`config.mk`:
```
export PLATFORM = sky130hd
export DESIGN_NAME = uart_tx_fifo
export DESIGN_NICKNAME = d
export VERILOG_FILES = /design/src/rtl/uart_tx_fifo.sv
export SDC_FILE = /design/constraint.sdc
export NUM_CORES = 1
export LEC_CHECK = 0
export CORE_MARGIN = 4
export CORE_UTILIZATION = 59
export DETAILED_ROUTE_END_ITERATION = 7
export PLACE_DENSITY = 0.79
export SYNTH_ARGS = -nofsm -noshare
export SYNTH_HDL_FRONTEND = slang
export SYNTH_SLANG_ARGS = --single-unit
```
`constraint.sdc`:
```
create_clock -name CLOCK_50 -period 3.15 [get_ports CLOCK_50]
set_clock_uncertainty 0.05 [all_clocks]
set_input_delay 0.63 -clock CLOCK_50 [delete_from_list [all_inputs] [get_ports CLOCK_50]]
set_output_delay 0.63 -clock CLOCK_50 [all_outputs]
set_load 0.03 [all_outputs]
```
`src/rtl/uart_tx_fifo.sv`:
```
// Transmit FIFO and frame sequencer feeding uart_tx: buffers user bytes and
// hands them to the UART one frame at a time, waiting for tx_done in between.
module uart_tx_fifo #(
  parameter int data_width = 8,
  parameter int depth      = 16,
  parameter int addr_width = 4
) (
  input  logic                  CLOCK_50,
  input  logic                  rst,
  input  logic                  wr_en,
  input  logic [data_width-1:0] wr_data,
  input  logic                  clr_overflow,
  input  logic                  tx_transmitting,
  input  logic                  tx_done,
  output logic                  full,
  output logic                  empty,
  output logic [addr_width:0]   count,
  output logic                  overflow,
  output logic [data_width-1:0] tx_data,
  output logic                  tx_run,
  output logic                  busy
);

  typedef enum logic [1:0] {
    IDLE      = 2'd0,
    START     = 2'd1,
    WAIT_BUSY = 2'd2,
    WAIT_DONE = 2'd3
  } state_t;

  state_t                state_q, state_d;
  logic [data_width-1:0] mem_q [depth];
  logic [addr_width-1:0] wr_ptr_q, wr_ptr_d;
  logic [addr_width-1:0] rd_ptr_q, rd_ptr_d;
  logic [addr_width:0]   count_q, count_d;
  logic                  full_q, full_d;
  logic                  empty_q, empty_d;
  logic                  overflow_q, overflow_d;
  logic [data_width-1:0] tx_data_q, tx_data_d;
  logic                  tx_run_q, tx_run_d;
  logic                  push, pop;

  // full is the registered flag, so a write in a pop cycle is still dropped
  assign push = wr_en & ~full_q;
  assign pop  = (state_q == IDLE) & ~empty_q & ~tx_transmitting;

  always_comb begin
    state_d = state_q;
    case (state_q)
      IDLE:      if (pop) state_d = START;
      START:     state_d = WAIT_BUSY;
      WAIT_BUSY: begin
        if (tx_done)              state_d = IDLE;
        else if (tx_transmitting) state_d = WAIT_DONE;
      end
      WAIT_DONE: if (tx_done) state_d = IDLE;
      default:   state_d = IDLE;
    endcase
  end

  always_comb begin
    wr_ptr_d   = wr_ptr_q + {{(addr_width-1){1'b0}}, push};
    rd_ptr_d   = rd_ptr_q + {{(addr_width-1){1'b0}}, pop};
    count_d    = count_q + {{addr_width{1'b0}}, push} - {{addr_width{1'b0}}, pop};
    full_d     = (count_d == (addr_width+1)'(depth));
    empty_d    = (count_d == '0);
    tx_data_d  = pop ? mem_q[rd_ptr_q] : tx_data_q;
    tx_run_d   = (state_d == START);
    overflow_d = overflow_q;
    // a dropped write beats a same-cycle clear
    if (wr_en && full_q)   overflow_d = 1'b1;
    else if (clr_overflow) overflow_d = 1'b0;
  end

  always_ff @(posedge CLOCK_50) begin
    if (push) mem_q[wr_ptr_q] <= wr_data;
  end

  always_ff @(posedge CLOCK_50) begin
    if (rst) begin
      state_q    <= IDLE;
      wr_ptr_q   <= '0;
      rd_ptr_q   <= '0;
      count_q    <= '0;
      full_q     <= 1'b0;
      empty_q    <= 1'b1;
      overflow_q <= 1'b0;
      tx_data_q  <= '0;
      tx_run_q   <= 1'b0;
    end else begin
      state_q    <= state_d;
      wr_ptr_q   <= wr_ptr_d;
      rd_ptr_q   <= rd_ptr_d;
      count_q    <= count_d;
      full_q     <= full_d;
      empty_q    <= empty_d;
      overflow_q <= overflow_d;
      tx_data_q  <= tx_data_d;
      tx_run_q   <= tx_run_d;
    end
  end

  assign full     = full_q;
  assign empty    = empty_q;
  assign count    = count_q;
  assign overflow = overflow_q;
  assign tx_data  = tx_data_q;
  assign tx_run   = tx_run_q;
  assign busy     = (state_q != IDLE);

endmodule

```
# Word level (Yosys, flattened, before mapping)
# Memories as Yosys holds them, arrays and structs flattened. A register that Yosys moved wholly into a read port is not among the register bits.
# Index checks and enable logic that the tools add are counted.
dict set report word_totals {
  ram_bits 128
  word_cells 38
  input_bits 14
  ff_bits 19
  mem_count 1
  output_inout_bits 18
}
# memory words width read_ports rd_clocked_by_memory_dff wr line_no
set memory_table {}
lappend memory_table {mem_q 16 8 1 1 1 32} ;# logic [data_width-1:0] mem_q [depth];
dict set report classes {
  bitwise_logic 6
  n_reduce_logical 5
  n_mux 9
  add_sub_neg 4
  eq_ne 5
}
# op n
set ops {}
lappend ops {{4-bit by 1-bit adder with 4-bit output} 2}
lappend ops {{2-bit two-way mux} 4}
lappend ops {{2-bit one-hot mux with 4 select lines} 1}
lappend ops {{5-bit by 1-bit adder with 5-bit output} 1}
lappend ops {{5-bit equality test (second input constant)} 1}
lappend ops {{5-bit zero test} 1}
lappend ops {{5-bit by 1-bit subtractor with 5-bit output} 1}
lappend ops {{2-bit by 1-bit equality test with 1-bit output (second input constant)} 2}
lappend ops {{2-bit equality test (second input constant)} 2}
lappend ops {{1-bit two-way mux} 4}
lappend ops {{2-bit nonzero test} 2}
lappend ops {{1-bit AND} 3}
lappend ops {{1-bit NOT} 3}
lappend ops {{2-bit zero test} 1}
lappend ops {{1-bit logical AND} 1}

# Logic depth before layout (Yosys ltp)
dict set report logic_depth {
  ltp_word 6
  depth_mapped 9
  ltp_nobuf 9
}

# Least setup slack after synthesis
# No wires, ideal clock.
dict set report synth_timing {
  path_kind {input-to-reg}
  startpoint {input port tx_transmitting}
  endpoint {register empty_q (netlist: empty)}
  t_required_ps 2984
  n_path_buf 0
  path_slack_ps 597
  t_arrival_ps 2386
  stages 9
  cell_sequence {nor4_4 ha_1 inv_1 ha_1 fa_1 a21o_1 a21oi_1 xnor2_1 a31o_2}
}
dict set report synth_via {
  elab_chain_len 4
}
# item line_no
set synth_lines {}
lappend synth_lines {{from (decl)} 13} ;# input logic tx_transmitting,
lappend synth_lines {{1-bit NOT} 45} ;# assign pop = (state_q == IDLE) & ~empty_q & ~tx_transmitting;
lappend synth_lines {{1-bit AND} 45}
lappend synth_lines {{5-bit by 1-bit subtractor with 5-bit output} 64} ;# count_d = count_q + {{addr_width{1'b0}}, push} - {{addr_width{1'b0}}, pop};
lappend synth_lines {{5-bit zero test} 66} ;# empty_d = (count_d == '0);
lappend synth_lines {{to (signal assigned)} 96} ;# empty_q <= empty_d;
lappend synth_lines {{to (decl)} 37} ;# logic empty_q, empty_d;
# Every way passes these cells.
# A chain may end at the register's enable or synchronous reset.

# Worst setup path after layout
dict set report layout_timing {
  startpoint {input port tx_transmitting}
  endpoint {register full_q (netlist: full)}
}
dict set report layout_via {
  elab_chain_len 4
}
# item line_no
set layout_lines {}
lappend layout_lines {{1-bit NOT} 45}
lappend layout_lines {{1-bit AND} 45}
lappend layout_lines {{net pop} 41} ;# logic push, pop;
lappend layout_lines {{5-bit by 1-bit subtractor with 5-bit output} 64}
lappend layout_lines {{5-bit equality test} 65} ;# full_d = (count_d == (addr_width+1)'(depth));
lappend layout_lines {{to (signal assigned)} 95} ;# full_q <= full_d;
lappend layout_lines {{to (decl)} 36} ;# logic full_q, full_d;
# The timed path passes the listed nets, and every way through them passes these cells.

==> impl_metrics.py <==
metrics = {
    "clock_network": {
        "numCtsBuffers": 17,
        "cts_resized": 0,
        "hold_buffers": 0,
        "cts_root_buf": "clkbuf_8",
        "cts_tree": "built",
        "postCtsSetupBuffers": 0,
        "insertion_delay_ns": 0.51,
        "clkSlewWorstSetupHoldPaths_ns": 0.06,
        "clock_sinks": 155,
        "htreeDepth": 4,
        "clockBufferDepth": 2,
    },
    "global_route": {
        "grt_pass1_vias": 3316,
        "grt_use_total_pct": 21.08,
        "grt_antenna_before_repair": 0,
        "gr-total-overflow": 0,
        "grt_pass1_wl_um": 17970,
        "grt_max_degree": 21,
    },
    "detailed_routing": {
        "num_vias": 3192,
        "wl_um": 11210,
        "routed-wl-met3_um": 776,
        "avgViaCountPerCell": 5.741,
        "dr.pass1.iters": 4,
        "dr_wl_met2_um": 5771,
        "ant_nets": 0,
        "avgRoutedWirePerCell_um": 20.16,
        "routed.top_layer": "met4",
        "drtIter0Drc": 234,
        "wl_met1_um": 4476,
        "route.detailed.drc": 0,
    },
    "sta": {
        "relSlewSlack_pct": 39.94,
        "hold_viol_final": 0,
        "period_minus_slack_ns": 2.649,
        "drv_slew": 0,
        "worst_pin_slew_ns": 0.8997,
        "fin_crit_sh_pct": 84.09,
        "setup_viol": 0,
        "rsz0062_at_grt": "no",
        "fin_setup_tns_ns": 0,
        "fmax_mhz": 377.5,
    },
    "floorplanning": {
        "die_h_um": 109.8,
        "ioPinCount": 32,
        "initial_core_util_pct": 61.68,
        "core-area_um2": 9910,
        "fp.dieW_um": 109.8,
        "die-area_um2": 12050,
        "rows": 36,
    },
    "synth": {
        "synth_nets": 373,
        "ys.flop_type": "edfxtp_1",
        "synth_edf_count": 128,
        "yosysUniqueCellTypes": 38,
        "syn_area_um2": 6112,
        "ys_seq_area_share_pct": 71.73,
        "synth_top_area_cell": "edfxtp_1",
        "ys_async_sr_fraction_pct": 0,
        "yosysTopAreaCellShare_pct": 62.89,
        "yosys-top-cells-area": "edfxtp_1 (63%), dfxtp_1 (8.8%), mux4_2 (6.6%)",
        "postSynthCellCount": 349,
        "yosysWarnings": 0,
        "synth-seq-cells": 155,
        "syn_avg_cell_area_um2": 17.51,
    },
    "worst_setup_path": {
        "crit_start": "tx_transmitting",
        "critPathMaxFanout": 3,
        "ff2ff_path_depth": 9,
        "cp-start-kind": "primary input",
        "critPathCapture": "full$_SDFF_PP0_",
        "cp-end-kind": "register",
        "criticalPathCategory": "in2reg",
        "r2r-end": "full$_SDFF_PP0_",
        "cp.arrival_ns": 3.00,
        "required_ns": 3.50,
        "r2r_slack_ns": 0.70,
        "r2r-start": "state_q[0]$_SDFF_PP0_",
    },
    "placed_design": {
        "place_congestion": 0.7857,
        "portBuffers": 31,
        "dp_hpwl_um": 7316,
    },
    "power_and_ir_drop": {
        "p_int_mw": 3.918,
        "seqPwrFrac_pct": 45.9,
        "switching_share_pct": 27.01,
        "ir_drop_mv": 0.6286,
        "p_per_area_nw_per_um2": 742.1,
        "clock_power_share_pct": 34.6,
        "power_mw": 5.368,
        "p_leak_nw": 2.426,
        "p_switching_mw": 1.450,
        "combPwrFrac_pct": 19.5,
    },
    "layout": {
        "drive_above_1_share_pct": 19.39,
        "n_antenna_cell": 0,
        "syn_to_final_growth_pct": 18.34,
        "n_fill_cell": 616,
        "regArea_um2": 4385,
        "finalNetCount": 434,
        "multi_input_area_um2": 1607,
    },
    "flow_run": {
        "maxCapViolations": 0,
    },
    "hold_path": {
        "hold_path.class": "reg2reg",
    },
    "run_status": {
        "status": "finished, final reports clean",
    },
}
[cell usage in the layout (no fill, tap or decap), drive strengths merged, types with 4 or more instances in the layout]
cell	instances
buf	25
clkdlybuf4s50	31
o21ai	5
nand3	6
mux2i	21
clkbuf	18
xnor2	4
inv	11
nor2	28
nor2b	10
nand2b	9
mux4	24
xor2	5
nor3	5
a32oi	5
edfxtp	128
nand2	18
a22oi	5
ha	9
dfxtp	27
clkinv	5
[sequential cells by signal (all words and copies together) (netlist names)]
signal	flops
count	5
empty	1
full	1
mem_q	128
overflow	1
rd_ptr_q	4
state_q	2
tx_data	8
tx_run	1
wr_ptr_q	4
[per-layer routing]
layer	vias to the layer above	global-route usage (%)
met3	14	6.107
met5	-	0
li1	1478	-
met2	100	34.75
met1	1600	26.72
met4	0	7.658
[through the flow]
step	hold slack [ns]	cells	cell area (um^2)	utilization, %	worst slack, ns
after global routing	0.4565	556	7233	72.99	0.4045
after floorplan	0.4694	349	6112	-	0.5974
after global placement	0.4026	524	6679	67.40	0.1486
final	0.4227	556	7233	72.99	0.5012
after detailed placement	0.4158	524	6679	67.40	-0.03134
after CTS	0.4287	556	7233	72.99	0.5081
[area by class of cell]
type                    count  area share, %
inverters                   6         0.3114
clock inverters            14          1.885
multi-input cells         174          22.21
well taps                 133          2.301
repair buffers             56          6.885
clock buffers              18          5.778
flip-flops and latches    155          60.63
[power by group through the flow]
stage               Sequential, mW  Clock, mW  Combinational (mW)
global placement              2.50          0                1.02
finish                        2.46       1.86                1.05
CTS                           2.47       1.89                1.06
global route                  2.48       2.00                1.14
floorplan                     2.57          0               0.664
detailed placement            2.51          0                1.06
[critical path, stage by stage]
cell	delay, ns
clkdlybuf4s50_1	0.47
nor4_4	0.28
ha_1	0.18
inv_1	0.04
ha_1	0.20
fa_1	0.41
a21o_1	0.19
a21oi_1	0.17
xnor2_1	0.13
nor4b_1	0.30
[logic make-up after synthesis]
group	after synthesis	share of synthesized area (%)
DFF	155	71.73
and+or+nand+nor	83	6.817
muxes	48	13.20
AOI/OAI and AO/OA	24	2.804
buffers and inverters	20	1.986
adders and majority gates	10	2.170
xor gates and xnor gates	9	1.290
[worst min-delay path by stage]
stage	from	endpoint	slack, ns	cells past startpoint
floorplan	state_q[1]$_SDFF_PP0_	state_q[1]$_SDFF_PP0_	0.47	3
global placement	tx_data[6]$_SDFFE_PP0P_	tx_data[6]$_SDFFE_PP0P_	0.40	2
detailed placement	tx_data[5]$_SDFFE_PP0P_	tx_data[5]$_SDFFE_PP0P_	0.42	2
CTS	overflow$_SDFFE_PP0P_	overflow$_SDFFE_PP0P_	0.43	2
global route	overflow$_SDFFE_PP0P_	overflow$_SDFFE_PP0P_	0.46	2
finish	overflow$_SDFFE_PP0P_	overflow$_SDFFE_PP0P_	0.42	2
[cells in the mapped netlist, drive strengths merged (6+ instances only)]
cell type	n
buf	9
mux2i	21
edfxtp	128
nand3	6
mux4	24
ha	9
nor2b	10
inv	6
nand2b	9
nand2	18
nor2	28
dfxtp	27
(Power assumes the default switching activity.)
